==> config.mk <==
export PLATFORM = sky130hd
export DESIGN_NAME = seq_pattern_tx
export DESIGN_NICKNAME = d
export VERILOG_FILES = /design/src/rtl/seq_pattern_tx.sv
export SDC_FILE = /design/constraint.sdc
export NUM_CORES = 1
export LEC_CHECK = 0
export BUFFER_PORTS_ARGS = -buffer_cell sky130_fd_sc_hd__buf_2
export CELL_PAD_IN_SITES_DETAIL_PLACEMENT = 1
export CELL_PAD_IN_SITES_GLOBAL_PLACEMENT = 1
export CORE_MARGIN = 1
export CORE_UTILIZATION = 41
export DETAILED_ROUTE_END_ITERATION = 8
export PLACE_DENSITY_LB_ADDON = 0.15
export SYNTH_ARGS = -nofsm -noshare
export SYNTH_HDL_FRONTEND = slang
export SYNTH_SLANG_ARGS = --single-unit
==> constraint.sdc <==
create_clock -name clock -period 2.15 [get_ports clock]
set_input_delay 0.645 -clock clock [delete_from_list [all_inputs] [get_ports clock]]
set_output_delay 0.645 -clock clock [all_outputs]
set_load 0.05 [all_outputs]
==> src/rtl/seq_pattern_tx.sv <==
// Serial pattern transmitter: shifts accepted words out MSB-first with idle gaps,
// and tracks the emitted stream against a target pattern like a Moore detector.
module seq_pattern_tx #(
  parameter int              WIDTH   = 8,
  parameter int              GAP     = 1,
  parameter int              PLEN    = 4,
  parameter logic [PLEN-1:0] PATTERN = 4'b1011
) (
  input  logic             clock,
  input  logic             reset_n,
  input  logic [WIDTH-1:0] data_in,
  input  logic             data_valid,
  output logic             data_ready,
  output logic             sequence_out,
  output logic             bit_valid,
  output logic             last_bit,
  output logic             busy,
  output logic             match_pulse,
  output logic [15:0]      match_count
);

  // Handshake: a word transfers at a rising edge where data_valid && data_ready;
  // data_valid may be held while data_ready is low and the word waits unchanged.

  localparam int BW = $clog2(WIDTH);
  localparam int GW = (GAP > 1) ? $clog2(GAP) : 1;
  localparam logic [BW-1:0] BIT_LAST = BW'(WIDTH - 1);
  localparam logic [GW-1:0] GAP_LAST = GW'((GAP > 0) ? GAP - 1 : 0);
  localparam logic [4:0]    FILL_MAX = 5'(PLEN);

  typedef enum logic [1:0] {
    IDLE     = 2'd0,
    SHIFT    = 2'd1,
    GAP_IDLE = 2'd2
  } state_t;

  state_t           state, state_next;
  logic [WIDTH-2:0] shreg;
  logic [BW-1:0]    bit_cnt;
  logic [GW-1:0]    gap_cnt;
  logic             seq_q;
  logic [PLEN-1:0]  hist;
  logic [PLEN:0]    hist_ext;
  logic [4:0]       fill;
  logic             is_last;
  logic             accept;
  logic             load;

  assign is_last  = (state == SHIFT) && (bit_cnt == BIT_LAST);
  assign hist_ext = {hist, seq_q};

  always_comb begin
    state_next = state;
    data_ready = 1'b0;
    load       = 1'b0;
    if (reset_n) begin
      data_ready = (state == IDLE) || (is_last && (GAP == 0));
    end
    accept = data_valid && data_ready;
    case (state)
      IDLE: begin
        if (accept) begin
          state_next = SHIFT;
          load       = 1'b1;
        end
      end
      SHIFT: begin
        if (is_last) begin
          if (GAP > 0) begin
            state_next = GAP_IDLE;
          end else if (accept) begin
            load = 1'b1;
          end else begin
            state_next = IDLE;
          end
        end
      end
      GAP_IDLE: begin
        if (gap_cnt == GAP_LAST) state_next = IDLE;
      end
      default: state_next = IDLE;
    endcase
  end

  always_ff @(posedge clock) begin
    if (!reset_n) begin
      state       <= IDLE;
      shreg       <= '0;
      bit_cnt     <= '0;
      gap_cnt     <= '0;
      seq_q       <= 1'b0;
      hist        <= '0;
      fill        <= '0;
      match_count <= '0;
    end else begin
      state <= state_next;
      // shreg holds the bits still to be sent; seq_q is the bit on the wire now.
      if (load) begin
        seq_q   <= data_in[WIDTH-1];
        shreg   <= data_in[WIDTH-2:0];
        bit_cnt <= '0;
      end else if ((state == SHIFT) && !is_last) begin
        seq_q   <= shreg[WIDTH-2];
        shreg   <= shreg << 1;
        bit_cnt <= bit_cnt + 1'b1;
      end else begin
        seq_q <= 1'b0;
      end
      if (state == GAP_IDLE) gap_cnt <= gap_cnt + 1'b1;
      else gap_cnt <= '0;
      // History samples every cycle, idle and gap zeros included.
      hist <= hist_ext[PLEN-1:0];
      if (fill != FILL_MAX) fill <= fill + 1'b1;
      if (match_pulse && (match_count != 16'hFFFF)) match_count <= match_count + 1'b1;
    end
  end

  assign match_pulse  = (hist == PATTERN) && (fill == FILL_MAX);
  assign sequence_out = seq_q;
  assign bit_valid    = (state == SHIFT);
  assign last_bit     = is_last;
  assign busy         = (state != IDLE);

endmodule
==> flow_metrics.py <==
metrics = {
    "outcome": {
        "outcome": "complete, no violations",
    },
    "yosys": {
        "synth-compound-area-share_pct": 13.71,
        "yosysTopAreaCell": "dfxtp_1",
        "synth_area_per_cell_sq_um": 9.218,
        "synth.area.mux_share_pct": 6.648,
        "async_flop_share_pct": 0,
        "netlist_area_sq_um": 1807,
        "synthXorXnorAreaFrac_pct": 2.424,
        "yosysWarnings": 0,
        "synth_top_area_share_pct": 43.21,
        "synth.area.top_cells": "dfxtp_1 43%, mux2i_1 6.6%, a21oi_1 3.6%",
        "synth_flop_cell": "dfxtp_1",
        "synth_cell_types": 41,
        "synth-simple-area-share_pct": 27.01,
        "syn_nets": 212,
        "synth_edf_count": 0,
        "ys_seq_elements": 39,
        "synth_cells": 196,
        "synth_top_family_by_area": "simple AND/OR/NAND/NOR gates",
        "yosysSeqAreaShare_pct": 43.21,
        "synthMostInstantiatedCell": "dfxtp_1",
        "synth-adder-area-share_pct": 3.463,
        "synth_commonest_cells": "39 x dfxtp_1, 17 x nor2_1, 13 x a21oi_1, 12 x mux2i_1, 12 x nand2_1",
    },
    "pwr": {
        "seqPwrFrac_pct": 53.0,
        "p_comb_share_pct": 15.1,
        "p_int_uw": 1096,
        "leakage_uw": 0.0009018,
        "p_sw_uw": 415.7,
        "power.density_nw_per_um2": 687.1,
        "p_clk_share_pct": 31.9,
        "ir_worst_vdd_uv": 394.3,
        "sw_frac_of_total_pct": 27.50,
    },
    "place": {
        "io_buffer_count": 32,
        "place_congestion": 0.7790,
        "dp_hpwl_mm": 3.483,
        "dpl_worst_slack_ns": 0.1786,
    },
    "global_route": {
        "grt_pass1_wl_mm": 7.514,
        "gr-usage-all-layers_pct": 21.78,
        "antenna_found_initial": 0,
        "grt-ovfl-total": 0,
        "grt_max_degree": 17,
        "grt_pass1_vias": 1611,
    },
    "timing": {
        "hold_viol": 0,
        "setup_ws_ns": 0.1048,
        "skew_ns": 0.009265,
        "tightest_slew_ns": 0.5237,
        "min_period_over_period_pct": 95.13,
        "relSlewSlack_pct": 65.00,
        "report.final.slew_viol_count": 0,
        "final.setup.tns_ns": 0,
        "clock.fmax_mhz": 488.9,
        "rsz0062_at_grt": "no",
        "period_minus_slack_ns": 2.045,
        "setup_viol": 0,
    },
    "detailed_routing": {
        "drc": 0,
        "drt_iter0_drc": 65,
        "vias": 1636,
        "wl_per_cell_um": 16.07,
        "viasPerCell": 5.661,
        "drt_pass1_iterations": 4,
        "drt_wl_total_mm": 4.643,
        "drtAntennaViolNets": 0,
    },
    "clock_tree": {
        "ctsHoldBuffers": 0,
        "cts_htree_levels": 2,
        "clk_pin_slew_worst_paths_ns": 0.08,
        "clock_path_buffers": 2,
        "clk_latency_ns": 0.29,
        "cts.sink_count": 39,
        "cts-root-buf": "clkbuf_8",
        "cts_tree": "done",
        "numCtsBuffers": 5,
    },
    "finish": {
        "multi_input_area_sq_um": 987.2,
        "num-fill-cells": 486,
        "nNetsFinal": 254,
        "seqCellArea_sq_um": 783.3,
        "drive_gt1_share_pct": 25.52,
        "area_growth_pct": 21.75,
        "antennaDiodeCount": 0,
    },
    "floorplan": {
        "fp.dieH_um": 68.38,
        "rows": 23,
        "io-pin-count": 33,
        "initial_utilization_pct": 43.90,
        "die_area_sq_um": 4676,
        "chipWidth_um": 68.38,
        "core-area_sq_um": 4115,
    },
    "setup_path": {
        "timing.rr.end": "match_count[15]",
        "r2r_start": "fill[0]",
        "arrival_ns": 1.40,
        "critPathRequiredTime_ns": 1.50,
        "crit_path_end": "last_bit",
        "worstSetupPathType": "reg -> out",
        "critPathLaunch": "bit_cnt[0]",
        "cp-start-kind": "register",
        "cp_max_fo": 3,
        "reg2regPathDepth": 8,
        "critPathCaptureType": "output port",
        "r2r_slack_ns": 0.15,
    },
    "run": {
        "cap_violations": 0,
    },
    "worst_hold_path": {
        "min-delay-path-class": "reg -> reg",
    },
}
## worst min-delay path by stage
| stage | from | end | slack, ns | cells past startpoint |
|---|---|---|---|---|
| 5_1_grt | gap_cnt | gap_cnt | 0.47 | 1 |
| 6_report | gap_cnt | gap_cnt | 0.44 | 1 |
| 3_5_place_dp | gap_cnt | gap_cnt | 0.44 | 1 |
| 4_1_cts | gap_cnt | gap_cnt | 0.45 | 1 |
| 2_1_floorplan | gap_cnt | gap_cnt | 0.40 | 1 |
| 3_3_place_gp | gap_cnt | gap_cnt | 0.42 | 1 |
## power by group through the flow
| stage | sequential (uW) | combinational (uW) | clock, uW |
|---|---|---|---|
| 6_report | 801 | 228 | 482 |
| 5_1_grt | 808 | 257 | 535 |
| 4_1_cts | 797 | 230 | 498 |
| 3_5_place_dp | 814 | 219 | 0 |
| 3_3_place_gp | 808 | 204 | 0 |
| 2_1_floorplan | 807 | 155 | 0 |
## metal layers
metal / global-route usage [%] / part of all wire, % / vias to the layer above
met5: 0 / 0 / -
met4: 8.594 / 1.8 / 0
met3: 5.500 / 3.4 / 10
met2: 35.17 / 49 / 36
met1: 27.50 / 46 / 782
li1: - / - / 808
## registers in the layout, indices dropped and copies added (netlist names)
name / flops
gap_cnt: 1
bit_cnt: 3
shreg: 7
fill: 5
sequence_out: 1
state: 2
match_count: 16
hist: 4
## cells by family (layout without fill, tap and decap cells)
| family | count (synthesis) | count (layout) |
|---|---|---|
| multiplexers | 12 | 12 |
| buffers and inverters | 15 | 58 |
| XOR/XNOR | 5 | 5 |
| AND/OR/NAND/NOR | 82 | 82 |
| flip-flops | 39 | 39 |
| AO/OA/AOI/OAI | 38 | 38 |
| adder cells (fa/ha/maj) | 5 | 5 |
## metrics by stage
step                      hold slack [ns]  power (uW)  std cells  util [%]  area [sq um]
after floorplan                    0.4015       961.7        196         -          1821
after global placement             0.4195        1012        280     50.68          2086
after detailed placement           0.4364        1034        280     50.68          2086
after CTS                          0.4473        1525        289     53.09          2185
after global routing               0.4717        1601        289     53.45          2200
final                              0.4403        1511        289     53.45          2200
## layout make-up
| class | count | area share, % |
|---|---|---|
| tap | 50 | 2.844 |
| sequential | 39 | 35.61 |
| inverter | 7 | 1.195 |
| clock inverter | 2 | 0.5688 |
| clock buffer | 6 | 3.299 |
| multi-input combinational | 142 | 44.88 |
| timing repair buffer | 43 | 11.60 |
## worst max-delay path, cell delays in order, from the launching register on
cell	delay, ns
dfxtp_1	0.33
ha_1	0.20
ha_1	0.22
and2_1	0.16
buf_4	0.19
## cells in the final DEF (no fill, tap or decap), drive strengths merged, types with 7 or more instances in the layout
master | synthesis | routed
nand3 | 8 | 8
nand4 | 7 | 7
a21oi | 13 | 13
nand2 | 12 | 12
buf | 4 | 43
a211oi | 7 | 7
nor2 | 17 | 17
mux2i | 12 | 12
dfxtp | 39 | 39
## timing repair
action | CTS | global route
buffers inserted | 1 | 0
cloned | 0 | 0
setup endpoints to repair | 1 | 5
resized for setup | 2 | 9
Power figures use the tool's default switching activity.
